### config.mk
export PLATFORM = sky130hd
export DESIGN_NAME = lfsr_bist_engine
export DESIGN_NICKNAME = d
export VERILOG_FILES = /design/src/rtl/bist_pkg.sv /design/src/rtl/misr_core.sv /design/src/rtl/lfsr_bist_engine.sv
export SDC_FILE = /design/constraint.sdc
export NUM_CORES = 1
export LEC_CHECK = 0
export ABC_AREA = 1
export ABC_CLOCK_PERIOD_IN_PS = 1800
export BUFFER_PORTS_ARGS = -buffer_cell sky130_fd_sc_hd__buf_4
export CAP_MARGIN = 20
export CORE_UTILIZATION = 52
export DETAILED_ROUTE_END_ITERATION = 8
export PLACE_DENSITY = 0.83
export SLEW_MARGIN = 30
export SYNTH_ARGS = -nofsm -noshare
export SYNTH_HDL_FRONTEND = slang
export SYNTH_HIERARCHICAL = 1
export SYNTH_SLANG_ARGS = --single-unit
### constraint.sdc
create_clock -name clk -period 1.8 [get_ports clk]
set_clock_uncertainty 0.2 [all_clocks]
set_input_delay 0.36 -clock clk [delete_from_list [all_inputs] [get_ports clk]]
set_output_delay 0.36 -clock clk [all_outputs]
set_load 0.01 [all_outputs]
### src/rtl/bist_pkg.sv
// Shared FSM state encoding and default polynomial/seed constants for the LFSR BIST engine.
// Pure definitions: no latency, no flow control.
package bist_pkg;

  typedef enum logic [2:0] {
    ST_IDLE,
    ST_SEED,
    ST_RUN,
    ST_COMPARE,
    ST_DONE
  } bist_state_e;

  localparam logic [7:0] DEF_LFSR_TAPS  = 8'hB8;
  localparam logic [7:0] DEF_LFSR_SEED  = 8'h01;
  localparam logic [3:0] DEF_MISR_TAPS  = 4'h9;
  localparam logic [3:0] DEF_GOLDEN_SIG = 4'hF;

endpackage

### src/rtl/misr_core.sv
// Multiple-input signature register: folds one response word per enabled cycle.
// Signature updates on the edge after en; clr wins over en; no backpressure.
module misr_core
  import bist_pkg::*;
#(
  parameter int                MISR_W    = 4,
  parameter logic [MISR_W-1:0] MISR_TAPS = DEF_MISR_TAPS
) (
  input  logic              clk,
  input  logic              rst,
  input  logic              clr,
  input  logic              en,
  input  logic [MISR_W-1:0] din,
  output logic [MISR_W-1:0] sig
);

  logic [MISR_W-1:0] misr_q, misr_d;

  always_comb begin
    misr_d = misr_q;
    if (clr) begin
      misr_d = '0;
    end else if (en) begin
      misr_d = {misr_q[MISR_W-2:0], ^(misr_q & MISR_TAPS)} ^ din;
    end
  end

  always_ff @(posedge clk) begin
    if (rst) begin
      misr_q <= '0;
    end else begin
      misr_q <= misr_d;
    end
  end

  assign sig = misr_q;

endmodule

### src/rtl/lfsr_bist_engine.sv
// LFSR pattern generator + MISR compactor BIST controller; done TEST_LEN+3 edges after start.
// No backpressure (start ignored while busy, abort always wins); BIST_STUCK_INJECT_EN adds stuck-at-0 response masking.
module lfsr_bist_engine
  import bist_pkg::*;
#(
  parameter int                LFSR_W     = 8,
  parameter logic [LFSR_W-1:0] LFSR_TAPS  = DEF_LFSR_TAPS,
  parameter logic [LFSR_W-1:0] LFSR_SEED  = DEF_LFSR_SEED,
  parameter int                MISR_W     = 4,
  parameter logic [MISR_W-1:0] MISR_TAPS  = DEF_MISR_TAPS,
  parameter int                TEST_LEN   = 16,
  parameter logic [MISR_W-1:0] GOLDEN_SIG = DEF_GOLDEN_SIG
) (
  input  logic              clk,
  input  logic              rst,
  input  logic              start,
  input  logic              abort,
  output logic [LFSR_W-1:0] pattern,
  output logic              pattern_valid,
  input  logic [MISR_W-1:0] resp,
`ifdef BIST_STUCK_INJECT_EN
  input  logic              inj_en,
  input  logic [MISR_W-1:0] inj_mask,
`endif
  output logic              busy,
  output logic              done,
  output logic              pass_fail,
  output logic [MISR_W-1:0] signature
);

  localparam int                CNT_W    = $clog2(TEST_LEN + 1);
  localparam logic [CNT_W-1:0]  LAST_CNT = CNT_W'(TEST_LEN - 1);
  // All-zero is the LFSR lock-up state, so it is never used as a seed.
  localparam logic [LFSR_W-1:0] SEED_EFF = (LFSR_SEED == '0) ? LFSR_W'(1) : LFSR_SEED;

  bist_state_e       state_q, state_d;
  logic [LFSR_W-1:0] lfsr_q, lfsr_d;
  logic [CNT_W-1:0]  cnt_q, cnt_d;
  logic              pass_q, pass_d;
  logic              misr_clr, misr_en;
  logic [MISR_W-1:0] resp_eff;
  logic [MISR_W-1:0] misr_sig;

`ifdef BIST_STUCK_INJECT_EN
  assign resp_eff = inj_en ? (resp & ~inj_mask) : resp;
`else
  assign resp_eff = resp;
`endif

  always_comb begin
    state_d  = state_q;
    lfsr_d   = lfsr_q;
    cnt_d    = cnt_q;
    pass_d   = pass_q;
    misr_clr = 1'b0;
    misr_en  = 1'b0;
    if (abort) begin
      state_d = ST_IDLE;
      pass_d  = 1'b0;
    end else begin
      case (state_q)
        ST_IDLE: begin
          if (start) state_d = ST_SEED;
        end
        ST_SEED: begin
          lfsr_d   = SEED_EFF;
          cnt_d    = '0;
          pass_d   = 1'b0;
          misr_clr = 1'b1;
          state_d  = ST_RUN;
        end
        ST_RUN: begin
          lfsr_d  = {lfsr_q[LFSR_W-2:0], ^(lfsr_q & LFSR_TAPS)};
          misr_en = 1'b1;
          cnt_d   = cnt_q + CNT_W'(1);
          if (cnt_q == LAST_CNT) state_d = ST_COMPARE;
        end
        ST_COMPARE: begin
          pass_d  = (misr_sig == GOLDEN_SIG);
          state_d = ST_DONE;
        end
        ST_DONE: begin
          if (start) state_d = ST_SEED;
        end
        default: state_d = ST_IDLE;
      endcase
    end
  end

  always_ff @(posedge clk) begin
    if (rst) begin
      state_q <= ST_IDLE;
      lfsr_q  <= SEED_EFF;
      cnt_q   <= '0;
      pass_q  <= 1'b0;
    end else begin
      state_q <= state_d;
      lfsr_q  <= lfsr_d;
      cnt_q   <= cnt_d;
      pass_q  <= pass_d;
    end
  end

  misr_core #(
    .MISR_W   (MISR_W),
    .MISR_TAPS(MISR_TAPS)
  ) u_misr (
    .clk(clk),
    .rst(rst),
    .clr(misr_clr),
    .en (misr_en),
    .din(resp_eff),
    .sig(misr_sig)
  );

  assign pattern       = lfsr_q;
  assign pattern_valid = (state_q == ST_RUN);
  assign busy          = (state_q == ST_SEED) || (state_q == ST_RUN) || (state_q == ST_COMPARE);
  assign done          = (state_q == ST_DONE);
  assign pass_fail     = pass_q;
  assign signature     = misr_sig;

endmodule

==> impl_metrics.yaml, run 1 <==
layout:
  multi_input_comb_area_um2: 569.3
  drive_gt1_frac: 0.2873
  post_layout_nonfiller_instances: 208
  nNetsFinal: 192
  flip_flop_and_latch_area_um2: 422.9
  final_cell_area_um2: 1319
  syn_to_final_growth_pct: 17.90
  fillers: 181
  num_antenna_cells: 0
clock_network:
  tritoncts.num_buffers: 3
  cts_num_sinks: 21
  cell_at_the_root_of_the_clock_tree: "sky130_fd_sc_hd__clkbuf_4"
  clk_transition_reported_paths_ns: 0.12
  clock_path_buffers: 2
  htreeDepth: 1
  clock_latency_ns: 0.29
  cts_tree: "built"
  cts_post_setup_buffers_inserted: 0
synthesis:
  synth-edff-count: 0
  yosys.cell_count.top_type: "sky130_fd_sc_hd__nand2_1"
  synth_cell_type_count: 23
  post_synth_most_frequent_cells: "sky130_fd_sc_hd__nand2_1 (41), sky130_fd_sc_hd__inv_1 (22), sky130_fd_sc_hd__dfxtp_1 (21)"
  netlist_area_um2: 1119
  synth_top_area_cell: "sky130_fd_sc_hd__dfxtp_1"
  netlist.area_leader.share: 0.3758
  synth_fp_nets: 167
  synth.ff_latch_count: 21
  postSynthCellCount: 157
  asyncSetResetFlopFracSynth: 0
  yosysWarnings: 6
  synth-seq-area-share: 0.3758
  syn_avg_cell_area_um2: 7.125
  synth_area_leaders: "sky130_fd_sc_hd__dfxtp_1 (38%), sky130_fd_sc_hd__nand2_1 (14%), sky130_fd_sc_hd__inv_1 (7.4%), sky130_fd_sc_hd__nor2_1 (6.4%), sky130_fd_sc_hd__a21oi_2 (6.3%)"
  postSynth.topFlopCell: "sky130_fd_sc_hd__dfxtp_1"
power_and_ir_drop:
  leakagePower_nw: 0.5890
  vdd_ir_drop_max_uv: 449.1
  pwrdens_nw_per_um2: 588.4
timing:
  slew_viols_final: 0
  worst_slew_pin_slew_ns: 0.3996
  endpoints_failing_setup: 0
  slew-limit-headroom: 0.7330
  unrepaired_setup_endpoints_after_global_routing: "no"
  final-hold-violation-count: 0
  final_layout_worst_hold_slack_ns: 0.1474
  setup-tns-final_ns: 0
  min_period_ns: 1.700
  finalCritPeriodShare: 0.9442
  fmax_ghz: 0.5884
setup_path:
  r2r_slack_ns: 0.22
  critical_path_peak_fanout: 4
  critical-path-max-stage-delay_ns: 0.45
  logic_depth_of_the_worst_setup_path_including_buffers: 3
  critical_path.cell_chain: "nand3_4 > inv_1 > buf_4"
  arrival_ns: 1.14
  timing.setup.critical_path_class: "reg2out"
  cp_num_buf_inv: 2
  worst_path_max_delay_cell: "sky130_fd_sc_hd__dfxtp_1"
  timing.critical_path.from: "state_q[1]"
  startpoint_type: "flip-flop"
  crit_family: "flip-flops"
  crit_path_end_kind: "primary output"
  r2r-start: "state_q[1]"
  critical_path.reg2reg.endpoint: "u_misr/sig[0]"
  r2r.worst_path.cells: 6
  worst-endpoint-required_ns: 1.24
floorplan:
  floorplan_die_area_um2: 2341
  fp.dieW_um: 48.38
  die_h_um: 48.38
  placement_rows: 16
  initial_utilization: 0.5588
  top_level_ports: 24
  core_box_area_um2: 2002
routing:
  route.detailed.vias_per_inst: 5.072
  drt-total-wl_um: 2286
  dr.first_iter.drc_count: 22
  num_vias: 1055
  drt.antenna.violating_nets: 0
  avgRoutedWirePerCell_um: 10.99
  post-route-drc-count: 0
  drt_pass1_iterations: 4
global_routing:
  maximum_number_of_pins_on_one_net_before_global_route_repair: 18
  grtUsageTotal: 0.2096
  antenna_found_initial: 0
  globalRouteOverflowTotal: 0
  wire_length_of_the_first_global_routing_pass_um: 3953
  via_count_of_the_first_global_routing_pass: 957
worst_hold_path:
  holdPathEnd: "pattern[4]"
  min_path_type: "in2reg"
  timing.hold.worst.start: "rst"
  worst_hold_path.num_cells: 2
place:
  dp_cells: 204
  post-dp-hpwl_um: 1718
  port-buffer-count: 23
  dpl_cell_area_um2: 1290
  routabilityCongestion: 0.7567
job:
  number_of_violations_of_the_max_capacitance_limit: 0
outcome:
  status: "finished, final reports clean"
-- registers in the layout, indices dropped and copies added (netlist names) --
| name | flops |
|---|---|
| pattern | 8 |
| cnt_q | 5 |
| u_misr/sig | 4 |
| state_q | 3 |
| pass_fail | 1 |
-- cell type report --
cell class | instances | share of cell area
clock buffers | 4 | 0.01992
flip-flops and latches | 21 | 0.3207
well taps | 27 | 0.02562
multi-input cells | 108 | 0.4317
repair buffers | 23 | 0.1309
inverters | 25 | 0.07116
-- logic make-up (layout without fill, tap and decap cells) --
family | count (synthesis) | count (layout) | synth area share
compound gates | 22 | 22 | 0.1275
xor+xnor | 3 | 3 | 0.02349
fa+ha+maj | 2 | 2 | 0.02237
buf+inv | 28 | 52 | 0.1152
flops | 21 | 21 | 0.3758
simple gates | 81 | 81 | 0.3356
-- report_power, final --
part	internal [mW]	switching, mW
Clock	0.0861	0.138
Sequential	0.470	0.00646
Combinational	0.0307	0.0448
Total	0.587	0.189
-- worst register-to-register path, stage by stage (launching register included) --
cell	delay, ns
sky130_fd_sc_hd__dfxtp_1	0.45
sky130_fd_sc_hd__nand3_4	0.13
sky130_fd_sc_hd__nor2_4	0.34
sky130_fd_sc_hd__nand2_1	0.11
sky130_fd_sc_hd__nor2_1	0.10
sky130_fd_sc_hd__nor2_1	0.05
sky130_fd_sc_hd__nor2_1	0.14
-- per-stage QoR --
| stage | setup slack, ns | power (mW) | util |
|---|---|---|---|
| 2_1_floorplan | 0.4186 | 0.5353 | - |
| 3_3_place_gp | 0.3307 | 0.5592 | 0.6444 |
| 3_5_place_dp | 0.2477 | 0.5624 | 0.6444 |
| 4_1_cts | 0.07161 | 0.7802 | 0.6575 |
| 5_1_grt | 0.01072 | 0.8145 | 0.6588 |
| 6_report | 0.1005 | 0.7759 | 0.6588 |
-- metal layers --
metal | GRT usage | wire length (um) | vias to the layer above
met2 | 0.3826 | 1151 | 32
met3 | 0.04717 | 108 | 4
li1 | - | - | 537
met4 | 0.06863 | 17 | 0
met5 | 0 | 0 | -
met1 | 0.2402 | 1009 | 482
-- cell usage in the layout (no fill, tap or decap), types with 2 or more instances in the layout --
master	count
sky130_fd_sc_hd__dfxtp_2	2
sky130_fd_sc_hd__a21oi_2	8
sky130_fd_sc_hd__xor2_1	3
sky130_fd_sc_hd__nand2_1	41
sky130_fd_sc_hd__o21ai_0	5
sky130_fd_sc_hd__dfxtp_1	19
sky130_fd_sc_hd__clkbuf_4	3
sky130_fd_sc_hd__inv_2	3
sky130_fd_sc_hd__nand2_2	9
sky130_fd_sc_hd__nand4_1	3
sky130_fd_sc_hd__nor2_1	19
sky130_fd_sc_hd__ha_1	2
sky130_fd_sc_hd__a21oi_1	7
sky130_fd_sc_hd__buf_4	23
sky130_fd_sc_hd__inv_1	22
sky130_fd_sc_hd__nand3_1	3
sky130_fd_sc_hd__nor3_1	2
-- what timing repair did --
item | 4_1_cts | 5_1_grt
hold endpoints to repair | 0 | 0
resized for setup | 0 | 2
endpoints found under the setup margin | 0 | 1
hold buffers | 0 | 0
-- how the worst max path moves through the flow --
stage | endpoint | slack [ns]
after floorplan | state_q[2] | 0.42
final | pattern_valid | 0.10
after detailed placement | u_misr/sig[0] | 0.25
after global routing | pattern_valid | 0.01
after CTS | pattern_valid | 0.07
after global placement | state_q[0] | 0.33
Power figures use the tool's default switching activity.
==> run 2, diff against run 1 <==
--- a/config.mk
+++ b/config.mk
@@ -9,9 +9,9 @@
 export ABC_CLOCK_PERIOD_IN_PS = 1800
 export BUFFER_PORTS_ARGS = -buffer_cell sky130_fd_sc_hd__buf_4
 export CAP_MARGIN = 20
-export CORE_UTILIZATION = 52
+export CORE_UTILIZATION = 50
 export DETAILED_ROUTE_END_ITERATION = 8
-export PLACE_DENSITY = 0.83
+export PLACE_DENSITY = 0.8
 export SLEW_MARGIN = 30
 export SYNTH_ARGS = -nofsm -noshare
 export SYNTH_HDL_FRONTEND = slang
==> run 2 against run 1 <==
Utilization is 1.1 points lower; worst hold slack worse by 0.0063 ns; fmax hardly changed; global-route usage is 1.1 points lower; clock-buffer cell count stayed put; sequential power hardly changed; highest routed layer unchanged.
==> impl_metrics.yaml, run 2 (synthesis gave the netlist of run 1 again) <==
routing:
  drt-total-wl_um: 2220
  drt.antenna.violating_nets: 0
  post-route-drc-count: 0
  num_vias: 1024
  drt_pass1_iterations: 4
  avgRoutedWirePerCell_um: 10.67
  route.detailed.vias_per_inst: 4.923
  dr.first_iter.drc_count: 17
timing:
  endpoints_failing_setup: 0
  slew_viols_final: 0
  finalCritPeriodShare: 0.9433
  final-hold-violation-count: 0
  fmax_ghz: 0.5889
  setup-tns-final_ns: 0
  unrepaired_setup_endpoints_after_global_routing: "no"
  slew-limit-headroom: 0.7449
  worst_slew_pin_slew_ns: 0.3818
  min_period_ns: 1.698
global_routing:
  groute.layer.met3.usage: 0.03738
  wire_length_of_the_first_global_routing_pass_um: 3788
  grt_use_met2: 0.3379
  globalRouteOverflowTotal: 0
  maximum_number_of_pins_on_one_net_before_global_route_repair: 18
  grtUsageTotal: 0.1983
  via_count_of_the_first_global_routing_pass: 893
  antenna_found_initial: 0
  globalRoute.busiestLayer: "met2"
  met1_layer_usage_reported_by_global_route: 0.2562
setup_path:
  critical_path_peak_fanout: 5
  r2r.worst_path.cells: 5
  critical_path.reg2reg.endpoint: "u_misr/sig[2]"
  arrival_ns: 1.14
  worst-endpoint-required_ns: 1.24
  crit_path_end_kind: "primary output"
  r2r_slack_ns: 0.26
  timing.critical_path.from: "state_q[2]"
  timing.setup.critical_path_class: "reg2out"
  startpoint_type: "flip-flop"
  r2r-start: "state_q[1]"
job:
  number_of_violations_of_the_max_capacitance_limit: 0
layout:
  drive_gt1_frac: 0.2928
  layout.cells.most_common_list: "sky130_fd_sc_hd__nand2_1 (41), sky130_fd_sc_hd__buf_4 (23), sky130_fd_sc_hd__inv_1 (21)"
  num_antenna_cells: 0
  syn_to_final_growth_pct: 18.23
  largest_reg_flops: 8
  fillers: 207
  nNetsFinal: 192
  post_layout_nonfiller_instances: 208
  leading_cell_type_in_the_layout_fill_and_taps_excluded: "sky130_fd_sc_hd__nand2_1"
clock_network:
  clock_path_buffers: 2
  clk_transition_reported_paths_ns: 0.11
  cts_num_sinks: 21
  htreeDepth: 1
  cts_tree: "built"
  cts_post_setup_buffers_inserted: 0
  tritoncts.num_buffers: 3
  clock_latency_ns: 0.29
  cell_at_the_root_of_the_clock_tree: "sky130_fd_sc_hd__clkbuf_4"
place:
  dp_cells: 204
  port-buffer-count: 23
  routabilityCongestion: 0.8017
  post-dp-hpwl_um: 1693
worst_hold_path:
  holdPathEnd: "cnt_q[4]"
  worst_hold_path.num_cells: 2
  min_path_type: "in2reg"
  timing.hold.worst.start: "rst"
power_and_ir_drop:
  flop_pwr_share: 0.616
  pwrdens_nw_per_um2: 586.2
  power.internal_mw: 0.5870
  leakagePower_nw: 0.5902
  p_comb_frac: 0.096
  vdd_ir_drop_max_uv: 481.2
  power.switching_fraction: 0.2428
  total_switching_power_mw: 0.1882
  clk_network_pwr_share: 0.288
  total_power_mw: 0.7752
floorplan:
  top_level_ports: 24
  fp.dieW_um: 49.30
  placement_rows: 16
  floorplan_die_area_um2: 2430
  die_h_um: 49.30
  initial_utilization: 0.5478
  core_box_area_um2: 2042
outcome:
  status: "finished, final reports clean"
run 2: worst max path at each step:
stage	to	slack, ns	cells past startpoint
floorplan	state_q[2]	0.42	9
global placement	state_q[2]	0.32	9
detailed placement	u_misr/sig[2]	0.29	6
CTS	pattern_valid	0.07	4
global route	pattern_valid	0.03	4
finish	pattern_valid	0.10	4
run 2: layout make-up:
type                            instances  area [um2]  area share
Inverter                               25       93.84     0.07096
Sequential cell                        21       421.7      0.3188
Tap cell                               27       33.78     0.02554
Clock buffer                            4       26.28     0.01987
Timing Repair Buffer                   23       172.7      0.1306
Multi-Input combinational cell        108       574.3      0.4342
run 2: layer usage:
layer  wire, um  up-vias
met2       1083       19
met5          0        -
met1       1060      467
met3         66        2
li1           -      536
met4         10        0
run 2: stage by stage:
step | util | instance area, um2 | setup WS, ns | hold WS [ns]
final | 0.6477 | 1323 | 0.1020 | 0.1411
after detailed placement | 0.6317 | 1290 | 0.2891 | 0.2645
after floorplan | - | 1119 | 0.4186 | 0.2437
after global placement | 0.6317 | 1290 | 0.3245 | 0.2560
after CTS | 0.6446 | 1316 | 0.06595 | 0.1417
after global routing | 0.6477 | 1323 | 0.02600 | 0.1421
run 2: critical path, cell delays in order (launching register included):
cell and delay [ns]:
sky130_fd_sc_hd__dfxtp_1 0.42, sky130_fd_sc_hd__inv_2 0.09, sky130_fd_sc_hd__nand3_4 0.12, sky130_fd_sc_hd__inv_2 0.07, sky130_fd_sc_hd__buf_4 0.14
run 2: power groups by stage:
stage	logic, mW	clock network, mW	registers [mW]
2_1_floorplan	0.0483	0	0.487
3_3_place_gp	0.0728	0	0.487
3_5_place_dp	0.0742	0	0.487
4_1_cts	0.0743	0.226	0.477
5_1_grt	0.0831	0.251	0.479
6_report	0.0744	0.223	0.478
run 2: what timing repair did:
item | in CTS | in global routing
endpoints found under the setup margin | 0 | 2
gates resized for setup | 0 | 3
hold buffers | 0 | 0
==> run 3, diff against run 2 <==
--- a/config.mk
+++ b/config.mk
@@ -9,8 +9,10 @@
 export ABC_CLOCK_PERIOD_IN_PS = 1800
 export BUFFER_PORTS_ARGS = -buffer_cell sky130_fd_sc_hd__buf_4
 export CAP_MARGIN = 20
+export CORE_ASPECT_RATIO = 1.5
 export CORE_UTILIZATION = 50
 export DETAILED_ROUTE_END_ITERATION = 8
+export HOLD_SLACK_MARGIN = 0.02
 export PLACE_DENSITY = 0.8
 export SLEW_MARGIN = 30
 export SYNTH_ARGS = -nofsm -noshare
==> run 3 against run 2 <==
Setup slack got worse by 0.017 ns; non-clock buffer count unchanged; cell count is 2.4% lower; worst hold slack worse by 0.011 ns; die area grew 0.16%; fmax decreased by 0.98%; combinational power barely moved; critical endpoint unchanged.
==> impl_metrics.yaml, run 3 (synthesis gave the netlist of run 1 again) <==
timing:
  endpoints_failing_setup: 0
  setup-tns-final_ns: 0
  final-hold-violation-count: 0
  unrepaired_setup_endpoints_after_global_routing: "no"
  slew-limit-headroom: 0.7611
  fmax_ghz: 0.5832
  min_period_ns: 1.715
  final_layout_worst_hold_slack_ns: 0.1302
  slew_viols_final: 0
  finalCritPeriodShare: 0.9526
  worst_slew_pin_slew_ns: 0.3575
floorplan:
  core_box_area_um2: 2077
  placement_rows: 20
  fp.dieW_um: 40.62
  top_level_ports: 24
  die_h_um: 59.93
  floorplan_die_area_um2: 2434
  initial_utilization: 0.5386
global_routing:
  groute.layer.met3.usage: 0.04461
  wire_length_of_the_first_global_routing_pass_um: 3732
  via_count_of_the_first_global_routing_pass: 976
  maximum_number_of_pins_on_one_net_before_global_route_repair: 18
  met1_layer_usage_reported_by_global_route: 0.2295
  grt_use_met2: 0.4059
  globalRoute.busiestLayer: "met2"
  antenna_found_initial: 0
  grtUsageTotal: 0.2220
  globalRouteOverflowTotal: 0
place:
  dp_cells: 199
  port-buffer-count: 23
  routabilityCongestion: 0.7943
  post-dp-hpwl_um: 1659
clock_network:
  cell_at_the_root_of_the_clock_tree: "sky130_fd_sc_hd__clkbuf_4"
  clock_latency_ns: 0.30
  cts_tree: "built"
  clock_path_buffers: 2
  cts_hold_buffers: 0
  cts_num_sinks: 21
  clk_transition_reported_paths_ns: 0.11
  tritoncts.num_buffers: 3
  htreeDepth: 1
layout:
  leading_cell_type_in_the_layout_fill_and_taps_excluded: "sky130_fd_sc_hd__nand2_1"
  final_core_utilization: 0.6313
  num_antenna_cells: 0
  largest_reg_flops: 8
  syn_to_final_growth_pct: 17.23
  post_layout_nonfiller_instances: 203
  nNetsFinal: 192
  layout.cells.most_common_list: "sky130_fd_sc_hd__nand2_1 (41), sky130_fd_sc_hd__buf_4 (23), sky130_fd_sc_hd__inv_1 (22)"
  drive_gt1_frac: 0.2818
setup_path:
  startpoint_type: "flip-flop"
  timing.setup.critical_path_class: "reg2out"
  critical-path-max-stage-delay_ns: 0.44
  worst-endpoint-required_ns: 1.24
  crit_path_end_kind: "primary output"
  critical_path.cell_chain: "inv_2 > nand3_4 > inv_1 > buf_4"
  critical_path_peak_fanout: 5
  worst_path_max_delay_cell: "sky130_fd_sc_hd__dfxtp_1"
  arrival_ns: 1.15
routing:
  post-route-drc-count: 0
  drt-total-wl_um: 2190
  avgRoutedWirePerCell_um: 10.79
  drt_pass1_iterations: 4
  drt.antenna.violating_nets: 0
  dr.first_iter.drc_count: 15
  num_vias: 1020
  route.detailed.vias_per_inst: 5.025
power_and_ir_drop:
  leakagePower_nw: 0.5886
  total_switching_power_mw: 0.1862
  flop_pwr_share: 0.616
  clk_network_pwr_share: 0.288
  total_power_mw: 0.7732
  pwrdens_nw_per_um2: 589.6
  p_comb_frac: 0.096
  vdd_ir_drop_max_uv: 427.4
  power.internal_mw: 0.5870
  power.switching_fraction: 0.2408
worst_hold_path:
  min_path_type: "in2reg"
outcome:
  status: "finished, final reports clean"
job:
  number_of_violations_of_the_max_capacitance_limit: 0
==> run 3: cell counts in the layout (fill, tap and decap cells not counted) <==
No cell type changed its count.
==> run 3: worst max-delay path, delay by kind of cell (launching register included) <==
kind	cells	cell delay (ns)
simple gates	1	0.09
buf+inv	3	0.33
flops	1	0.44
==> run 3: repair_timing <==
action,CTS,global route
endpoints found under the setup margin,0,1
endpoints found under the hold margin,0,0
resized for setup,0,1
buffers inserted,0,0
==> run 3: area by class of cell <==
type	instances	area (um2)
Timing Repair Buffer	23	172.7
Tap cell	22	27.53
Fill cell	204	765.7
Multi-Input combinational cell	108	569.3
Sequential cell	21	421.7
Inverter	25	93.84
Clock buffer	4	26.28
==> run 3: metal layers <==
layer | vias to the layer above | wire length, um
met5 | - | 0
met3 | 5 | 91
li1 | 533 | -
met1 | 458 | 900
met4 | 0 | 38
met2 | 24 | 1160
==> run 3: path summary, 6_finish.rpt <==
check	start	to	slack, ns	depth (start not counted)
max	state_q[0]	pattern_valid	0.09	4
min	rst	cnt_q[4]	0.13	2
max reg2reg	cnt_q[0]	state_q[2]	0.25	9
min reg2reg	cnt_q[4]	cnt_q[4]	0.27	2
==> run 3: per-stage QoR <==
stage / cell area, um2 / worst slack [ns]
6_report: 1311 / 0.08525
5_1_grt: 1311 / 0.003585
4_1_cts: 1310 / 0.06513
3_5_place_dp: 1284 / 0.2616
3_3_place_gp: 1284 / 0.3005
2_1_floorplan: 1119 / 0.4186
==> run 3: power by group through the flow <==
stage	logic [mW]	registers [mW]	clock network [mW]
after CTS	0.0750	0.476	0.233
final	0.0745	0.476	0.222
after detailed placement	0.0745	0.487	0
after global placement	0.0729	0.486	0
after global routing	0.0829	0.477	0.246
after floorplan	0.0483	0.487	0
